<file path="src/rtl/bdu_bit_feeder_if.sv">
// Handshake and bit-stream signals between a word source, the bit feeder and the BDU array.
// The master drives dimension words and batch_done; the slave (the feeder) drives the streams.
interface bdu_bit_feeder_if #(
    parameter int unsigned NUM_BDU = 8,
    parameter int unsigned B       = 8,
    parameter int unsigned BW      = $clog2(B)
);
    logic               in_valid;
    logic               in_ready;
    logic [B-1:0]       in_q;
    logic [NUM_BDU*B-1:0] in_r;
    logic               in_last;
    logic [NUM_BDU-1:0] in_lane_mask;
    logic               batch_done;
    logic [NUM_BDU-1:0] bdu_valid;
    logic               bdu_q_bit;
    logic [NUM_BDU-1:0] bdu_r_bit;
    logic [1:0]         bdu_code;
    logic [BW-1:0]      bdu_b;
    logic               busy;

    modport master (
        output in_valid, in_q, in_r, in_last, in_lane_mask, batch_done,
        input  in_ready, bdu_valid, bdu_q_bit, bdu_r_bit, bdu_code, bdu_b, busy
    );

    modport slave (
        input  in_valid, in_q, in_r, in_last, in_lane_mask, batch_done,
        output in_ready, bdu_valid, bdu_q_bit, bdu_r_bit, bdu_code, bdu_b, busy
    );
endinterface

</file>
<file path="src/rtl/bdu_bit_feeder.sv">
// Serializes query/reference dimension words MSB-first into per-lane BDU bit streams,
// with a one-word holding buffer so consecutive dimensions stream without gaps.
module bdu_bit_feeder #(
    parameter int unsigned NUM_BDU = 8,
    parameter int unsigned B       = 8,
    parameter int unsigned BW      = $clog2(B)
) (
    input logic clk,
    input logic rst,
    bdu_bit_feeder_if.slave bus
);

    typedef enum logic [1:0] {StIdle, StShift, StWaitDone} state_e;

    localparam logic [1:0] CodeMid      = 2'b00;
    localparam logic [1:0] CodeStart    = 2'b01;
    localparam logic [1:0] CodeDimEnd   = 2'b10;
    localparam logic [1:0] CodeBatchEnd = 2'b11;
    localparam logic [BW-1:0] BcTop     = BW'(B - 1);

    state_e state_q, state_d;

    logic                        rdy_en_q;
    logic                        next_first_q;
    logic                        pend_full_q;
    logic                        pend_last_q;
    logic                        pend_first_q;
    logic [B-1:0]                pend_query_q;
    logic [NUM_BDU-1:0][B-1:0]   pend_ref_q;
    logic                        sh_last_q;
    logic                        sh_first_q;
    logic [B-1:0]                sh_query_q;
    logic [NUM_BDU-1:0][B-1:0]   sh_ref_q;
    logic [BW-1:0]               bc_q;
    logic [NUM_BDU-1:0]          mask_q;

    logic accept;
    logic load_sh;

    // rdy_en_q keeps in_ready low during reset and for the cycle it is released.
    assign bus.in_ready = rdy_en_q && !pend_full_q;
    assign bus.busy     = (state_q != StIdle);
    assign accept       = bus.in_valid && bus.in_ready;

    always_comb begin
        state_d = state_q;
        load_sh = 1'b0;
        unique case (state_q)
            StIdle: begin
                if (pend_full_q) begin
                    load_sh = 1'b1;
                    state_d = StShift;
                end
            end
            StShift: begin
                if (bc_q == '0) begin
                    if (sh_last_q) begin
                        state_d = StWaitDone;
                    end else if (pend_full_q) begin
                        load_sh = 1'b1;
                    end else begin
                        state_d = StIdle;
                    end
                end
            end
            StWaitDone: begin
                if (bus.batch_done) begin
                    state_d = StIdle;
                end
            end
            default: state_d = StIdle;
        endcase
    end

    always_ff @(posedge clk) begin
        if (!rst) begin
            state_q      <= StIdle;
            rdy_en_q     <= 1'b0;
            next_first_q <= 1'b1;
            pend_full_q  <= 1'b0;
            pend_last_q  <= 1'b0;
            pend_first_q <= 1'b0;
            pend_query_q <= '0;
            pend_ref_q   <= '0;
            sh_last_q    <= 1'b0;
            sh_first_q   <= 1'b0;
            sh_query_q   <= '0;
            sh_ref_q     <= '0;
            bc_q         <= '0;
            mask_q       <= '0;
        end else begin
            state_q     <= state_d;
            rdy_en_q    <= 1'b1;
            pend_full_q <= accept || (pend_full_q && !load_sh);
            // A word opens a batch exactly when the previously accepted word closed one.
            if (accept) begin
                pend_query_q <= bus.in_q;
                pend_ref_q   <= bus.in_r;
                pend_last_q  <= bus.in_last;
                pend_first_q <= next_first_q;
                next_first_q <= bus.in_last;
            end
            if (load_sh) begin
                sh_query_q <= pend_query_q;
                sh_ref_q   <= pend_ref_q;
                sh_last_q  <= pend_last_q;
                sh_first_q <= pend_first_q;
                bc_q       <= BcTop;
                if (pend_first_q) begin
                    mask_q <= bus.in_lane_mask;
                end
            end else if (state_q == StShift) begin
                bc_q <= (bc_q == '0) ? BcTop : bc_q - 1'b1;
            end
        end
    end

    always_comb begin
        bus.bdu_valid = '0;
        bus.bdu_q_bit = 1'b0;
        bus.bdu_r_bit = '0;
        bus.bdu_code  = CodeMid;
        bus.bdu_b     = '0;
        if (state_q == StShift) begin
            bus.bdu_valid = mask_q;
            bus.bdu_q_bit = sh_query_q[bc_q];
            bus.bdu_b     = bc_q;
            for (int i = 0; i < int'(NUM_BDU); i++) begin
                bus.bdu_r_bit[i] = sh_ref_q[i][bc_q];
            end
            if (bc_q == BcTop && sh_first_q) begin
                bus.bdu_code = CodeStart;
            end else if (bc_q == '0) begin
                bus.bdu_code = sh_last_q ? CodeBatchEnd : CodeDimEnd;
            end
        end
    end

endmodule

</file>
<file path="src/flat_wrapper.sv">
// flat-port wrapper written by rule: the top's interface ports become plain ports
module bdu_bit_feeder_flat 
#(
    parameter int unsigned NUM_BDU = 8,
    parameter int unsigned B       = 8,
    parameter int unsigned BW      = $clog2(B)
)
  (clk, rst, bus_in_valid, bus_in_q, bus_in_r, bus_in_last, bus_in_lane_mask, bus_batch_done, bus_in_ready, bus_bdu_valid, bus_bdu_q_bit, bus_bdu_r_bit, bus_bdu_code, bus_bdu_b, bus_busy);
  bdu_bit_feeder_if #(.NUM_BDU(NUM_BDU), .B(B), .BW(BW)) bus_i ();
  input logic clk;
  input logic rst;
  input wire logic [$bits(bus_i.in_valid)-1:0] bus_in_valid;
  input wire logic [$bits(bus_i.in_q)-1:0] bus_in_q;
  input wire logic [$bits(bus_i.in_r)-1:0] bus_in_r;
  input wire logic [$bits(bus_i.in_last)-1:0] bus_in_last;
  input wire logic [$bits(bus_i.in_lane_mask)-1:0] bus_in_lane_mask;
  input wire logic [$bits(bus_i.batch_done)-1:0] bus_batch_done;
  output wire logic [$bits(bus_i.in_ready)-1:0] bus_in_ready;
  output wire logic [$bits(bus_i.bdu_valid)-1:0] bus_bdu_valid;
  output wire logic [$bits(bus_i.bdu_q_bit)-1:0] bus_bdu_q_bit;
  output wire logic [$bits(bus_i.bdu_r_bit)-1:0] bus_bdu_r_bit;
  output wire logic [$bits(bus_i.bdu_code)-1:0] bus_bdu_code;
  output wire logic [$bits(bus_i.bdu_b)-1:0] bus_bdu_b;
  output wire logic [$bits(bus_i.busy)-1:0] bus_busy;
  assign bus_i.in_valid = bus_in_valid;
  assign bus_i.in_q = bus_in_q;
  assign bus_i.in_r = bus_in_r;
  assign bus_i.in_last = bus_in_last;
  assign bus_i.in_lane_mask = bus_in_lane_mask;
  assign bus_i.batch_done = bus_batch_done;
  assign bus_in_ready = bus_i.in_ready;
  assign bus_bdu_valid = bus_i.bdu_valid;
  assign bus_bdu_q_bit = bus_i.bdu_q_bit;
  assign bus_bdu_r_bit = bus_i.bdu_r_bit;
  assign bus_bdu_code = bus_i.bdu_code;
  assign bus_bdu_b = bus_i.bdu_b;
  assign bus_busy = bus_i.busy;
  bdu_bit_feeder #(.NUM_BDU(NUM_BDU), .B(B), .BW(BW)) u_core (.clk(clk), .rst(rst), .bus(bus_i));
endmodule
</file>
<file path="config.mk">
export PLATFORM = sky130hd
export DESIGN_NAME = bdu_bit_feeder_flat
export DESIGN_NICKNAME = d
export VERILOG_FILES = /design/src/rtl/bdu_bit_feeder_if.sv /design/src/rtl/bdu_bit_feeder.sv /design/src/flat_wrapper.sv
export SDC_FILE = /design/constraint.sdc
export NUM_CORES = 1
export LEC_CHECK = 0
export BUFFER_PORTS_ARGS = -buffer_cell sky130_fd_sc_hd__buf_2
export CORE_MARGIN = 4
export CORE_UTILIZATION = 30
export DETAILED_ROUTE_END_ITERATION = 12
export REMOVE_ABC_BUFFERS = 1
export SYNTH_ARGS = -nofsm -noshare
export SYNTH_HDL_FRONTEND = slang
export SYNTH_SLANG_ARGS = --single-unit
</file>
<file path="constraint.sdc">
create_clock -name clk -period 3.6 [get_ports clk]
set_clock_uncertainty 0.2 [all_clocks]
set_input_delay 0.72 -clock clk [delete_from_list [all_inputs] [get_ports clk]]
set_output_delay 0.72 -clock clk [all_outputs]
set_load 0.05 [all_outputs]
</file>
Word level (Yosys, flattened, before mapping)
Cells that the tools add are included.

$lt $le $gt $ge: 1. Reduce and logical (&&, ||, !) cells: 13. Muxes and demuxes: 40. Equality and inequality tests: 7. $add $sub $neg: 1.

Operators with widths (count): 1-bit binary-select mux with 3-bit select (9); 2-bit 2-to-1 mux (8); 8-bit 2-to-1 mux (2); 1-bit 2-to-1 mux (15); 3-bit 2-to-1 mux (4); 2-bit one-hot mux with 3 select lines (1); 1-bit logical AND (4); 3-bit by 4-bit < comparator with 1-bit output (second input constant) (1); 2-bit inequality test (second input constant) (2); 4-bit AND reduction (1); 2-bit nonzero test (2); 3-bit equality test (second input constant) (1); 3-bit zero test (1); 3-bit inequality test (second input constant) (1); 3-bit by 1-bit subtractor with 3-bit output (second input constant) (1); 2-bit by 1-bit equality test with 1-bit output (second input constant) (1); 2-bit equality test (second input constant) (1); 1-bit zero test (2); 2-bit zero test (1); 2-bit by 1-bit inequality test with 1-bit output (second input constant) (1); 1-bit one-hot mux with 2 select lines (1); 2-bit AND reduction (1); 1-bit logical OR (1).

Logic and storage cells: 90. Input port bits: 85. Output and inout bits: 24. Register bits after elaboration: 164.

Longest topological paths before layout
Depth after elaboration: 7. Mapped depth: 10. Gate-level depth less buffers: 6.

Least setup slack after synthesis
No wires, ideal clock.

Path kind: register -> output. Start point: reg u_core.state_q[0]. End point: out bus_bdu_q_bit. Setup slack: 0.647 ns. Data arrival time: 2.033 ns. Cell stages (with the launch flop): 5. Path through: dfxtp_1 nor2b_1 and2_1 clkbuf_1 a22o_1.

Cells in the longest elaborated chain, start to end: 2.

RTL lines: from (decl) (RTL line bdu_bit_feeder.sv:21) `state_e state_q, state_d;`; from (signal assigned) (RTL line bdu_bit_feeder.sv:77) `state_q <= StIdle;`; from (signal assigned) (RTL line bdu_bit_feeder.sv:92) `state_q <= state_d;`; 2-bit by 1-bit equality test with 1-bit output (RTL line bdu_bit_feeder.sv:124) `if (state_q == StShift) begin`; 1-bit 2-to-1 mux (RTL line bdu_bit_feeder.sv:124); to (decl) (RTL line flat_wrapper.sv:20) `output wire logic [$bits(bus_i.bdu_q_bit)-1:0] bus_bdu_q_bit;`.

Every way passes these cells.

Worst setup path after layout
Start point: reg u_core.bc_q[0]. End point: out bus_bdu_r_bit[3].

Cells in the longest elaborated chain, start to end: 3.

RTL lines: from (decl) (RTL line bdu_bit_feeder.sv:34) `logic [BW-1:0] bc_q;`; from (signal assigned) (RTL line bdu_bit_feeder.sv:108) `bc_q <= BcTop;`; from (signal assigned) (RTL line bdu_bit_feeder.sv:113) `bc_q <= (bc_q == '0) ? BcTop : bc_q - 1'b1;`; 1-bit binary-select mux with 3-bit select (RTL line bdu_bit_feeder.sv:129) `bus.bdu_r_bit[i] = sh_ref_q[i][bc_q];`; 1-bit 2-to-1 mux (implied by the code) (RTL line bdu_bit_feeder.sv:129); 8-bit 2-to-1 mux (RTL line bdu_bit_feeder.sv:124); to (decl) (RTL line flat_wrapper.sv:21) `output wire logic [$bits(bus_i.bdu_r_bit)-1:0] bus_bdu_r_bit;`.

Every way passes these cells. The select of a mux whose other input is x is not followed.

==> impl_metrics.csv <==
group,metric,value,unit
critical_path,reg2reg_from,"u_core.bc_q[0]$_SDFFE_PN0P_",
global_route,grt_usage,0.126,
hold_path,worstHoldStart,"u_core.sh_ref_q[42]$_SDFFE_PN0P_",
critical_path,critPathTopFamily,"flip-flops",
clocking,cts_tree,"done",
synth,synth_area_per_cell,8.53,sq um
critical_path,r2r_end,"u_core.sh_query_q[4]$_SDFFE_PN0P_",
power_and_ir_drop,power_leakage,2.93,nW
drt,routed_wl,15200,um
drt,viasPerCell,4.66,
job,drv_cap,0,
clocking,worstSkewPairLatency,420,ps
cells_and_area,drive_gt1_frac,0.202,
clocking,h-tree-depth,4,
global_route,antenna_found_initial,0,
clocking,cts.sinks,164,
sta,tightest_slew,878,ps
synth,ys_seq_elements,164,
global_route,grt_pass1_vias,5049,
hold_path,hold_class,"reg2reg",
cells_and_area,fin_cells,1142,
power_and_ir_drop,max-vdd-ir-drop,245,uV
place,place_congestion,0.756,
clocking,postCtsResizedCells,0,
floorplan,fp.dieH,157,um
synth,yosysSeqAreaShare,0.494,
critical_path,worst-r2r-cell-count,6,
sta,setup_viol,0,
critical_path,critPathBufInv,1,
critical_path,crit_type,"reg2out",
sta,max_freq,304,MHz
critical_path,reg2reg_slack,790,ps
critical_path,critPathMaxFanout,21,
clocking,postCtsSetupBuffers,0,
synth,yosysUniqueCellTypes,32,
critical_path,required,2680,ps
status,outcome,"finished clean",
critical_path,path_cells,"mux4_2 -> a22o_1 -> buf_2",
global_route,grt_pass1_wl,25200,um
sta,tns,0,ps
sta,period_share,0.913,
hold_path,holdPathStages,2,
clocking,cts.reportedPaths.clkPinSlew,60,ps
drt,drt-initial-drc-count,250,
critical_path,arrival,2370,ps
critical_path,crit_path_end_kind,"primary output",
place,portBuffers,108,
floorplan,initial_core_util,0.305,
cells_and_area,n_antenna_cell,0,
place,place_inst,1113,
power_and_ir_drop,powerDensity,506,nW/um^2
drt,drc_errors,0,
cells_and_area,area_growth,19.6,%
clocking,clock_path_buffers,2,
sta,maxSlewHeadroom,0.413,
synth,syn_inst,780,
floorplan,dieArea,24600,sq um
cells_and_area,num-nets-final,940,
clocking,numCtsBuffers,17,
sta,period_needed,3290,ps
critical_path,crit_slowest_cell,"dfxtp_2",
floorplan,die_x,157,um
clocking,cts_root_buf,"clkbuf_16",
synth,yosys.area.top_type,"dfxtp_1",
synth,yosysTopAreaCellShare,0.494,
floorplan,core_region_area,21800,sq um
global_route,overflow,0,
drt,antenna_left,0,
critical_path,startpoint_type,"flop",
critical_path,max_stage_delay,850,ps
synth,synth_area_leaders,"dfxtp_1, nand2_1, a21boi_0",
drt,routed-via-count,5325,
sta,hold_viol_final,0,
sta,worst_hold_slack,246,ps
global_route,grt_start_max_net_pins,148,
place,hpwl,9350,um
drt,drt-wirelength-per-cell,13.3,um
sta,final_max_slew_viol_count,0,
clocking,cts_hold_buf,0,
cells_and_area,fin_util,0.365,
synth,syn_area,6650,sq um
floorplan,rows,54,
sta,grt_setup_unrepaired,"no",
floorplan,io_pins,109,
drt,dr.pass1.iters,4,
hold_path,hold-path-endpoint,"u_core.sh_ref_q[42]$_SDFFE_PN0P_",
synth,ys_warn_count,0,
logic make-up after synthesis:
logic type,count (synthesis),synth area share
mux,18,0.0609
simple gates,348,0.224
compound gates,176,0.170
flops,164,0.494
fa+ha+maj,3,0.00564
buf+inv,71,0.0463
through the flow:
step	instance area [sq um]	power [mW]	setup slack (ps)
floorplan	6350	2.13	-1370
global route	7960	4.21	184
finish	7960	4.03	312
global placement	7390	2.31	717
CTS	7960	4.09	248
detailed placement	7390	2.31	699
per-layer routing:
layer  track usage  vias up  share of wire
met5             0        -              0
met3        0.0289       11          0.039
met2         0.195       74           0.44
met4        0.0397        0          0.012
met1         0.176     2457           0.51
li1              -     2783              -
layout make-up:
cell class	instances	area, sq um
inverters	3	11.3
repair buffers	121	682
well taps	280	350
clock inverters	9	108
clock buffers	20	457
fillers	2272	13900
flip-flops and latches	164	3280
multi-input cells	545	3070
worst max path at each step:
stage                                          endpoint  cells after the start                         from  slack (ps)
final                                  bus_bdu_r_bit[3]                      3  u_core.bc_q[0]$_SDFFE_PN0P_         310
after global routing                   bus_bdu_r_bit[3]                      3  u_core.bc_q[0]$_SDFFE_PN0P_         180
after CTS                              bus_bdu_r_bit[3]                      3  u_core.bc_q[0]$_SDFFE_PN0P_         250
after detailed placement               bus_bdu_r_bit[3]                      3  u_core.bc_q[0]$_SDFFE_PN0P_         700
after global placement                 bus_bdu_r_bit[3]                      3  u_core.bc_q[0]$_SDFFE_PN0P_         720
after floorplan           u_core.mask_q[0]$_SDFFE_PN0P_                      6  u_core.bc_q[0]$_SDFFE_PN0P_       -1370
registers in the layout, summed over array words and instances (netlist names):
register,count
u_core.mask_q,8
u_core.bc_q,3
u_core.pend_first_q,1
u_core.next_first_q,1
u_core.rdy_en_q,1
u_core.state_q,2
u_core.pend_query_q,8
u_core.sh_query_q,8
u_core.pend_last_q,1
u_core.pend_ref_q,64
u_core.sh_ref_q,64
u_core.sh_last_q,1
u_core.sh_first_q,1
u_core.pend_full_q,1
cell usage after synthesis, drive strengths merged:
| master | count |
|---|---|
| mux4 | 18 |
| nand3b | 1 |
| nor3 | 1 |
| and2 | 12 |
| a21boi | 74 |
| o21ai | 81 |
| or2 | 2 |
| nor2b | 4 |
| clkbuf | 51 |
| dfxtp | 164 |
| nand2 | 234 |
| a31oi | 1 |
| o2bb2ai | 1 |
| a21oi | 5 |
| o21a | 2 |
| a22oi | 1 |
| or3b | 1 |
| nand3 | 76 |
| nand2b | 2 |
| inv | 3 |
| a22o | 9 |
| nor2 | 6 |
| a211oi | 1 |
| o211ai | 1 |
| ha | 3 |
| nor3b | 1 |
| nand4 | 8 |
| buf | 17 |
layout by cell type, fill, tap and decap left out, types with 2 or more instances in the layout:
cell type and instances:
a21boi_0 74, a21oi_1 5, a22o_1 9, and2_1 11, buf_12 3, buf_2 107, buf_4 10, bufinv_16 2
clkbuf_16 17, clkbuf_8 2, clkinv_2 3, clkinv_4 2, clkinvlp_4 2, dfxtp_1 163, ha_1 3, inv_1 3
mux4_2 18, nand2_1 233, nand2b_1 2, nand3_1 76, nand4_1 8, nor2_1 6, nor2b_1 4, o21a_1 2
o21ai_0 75, o21ai_1 6, or2_2 2
power by group:
part           leakage [nW]  total (mW)  internal (mW)  switching, mW
registers              1.33        1.92           1.88         0.0494
clock network         0.274        1.77           1.05          0.720
logic                  1.32       0.339          0.134          0.205
worst reg2reg max path, stage by stage, from the launching register on:
cell and delay [ps]:
dfxtp_2 560, inv_1 230, ha_1 230, or3b_4 410, a211oi_4 320, buf_12 470
o21ai_0 250
(Power assumes the default switching activity.)
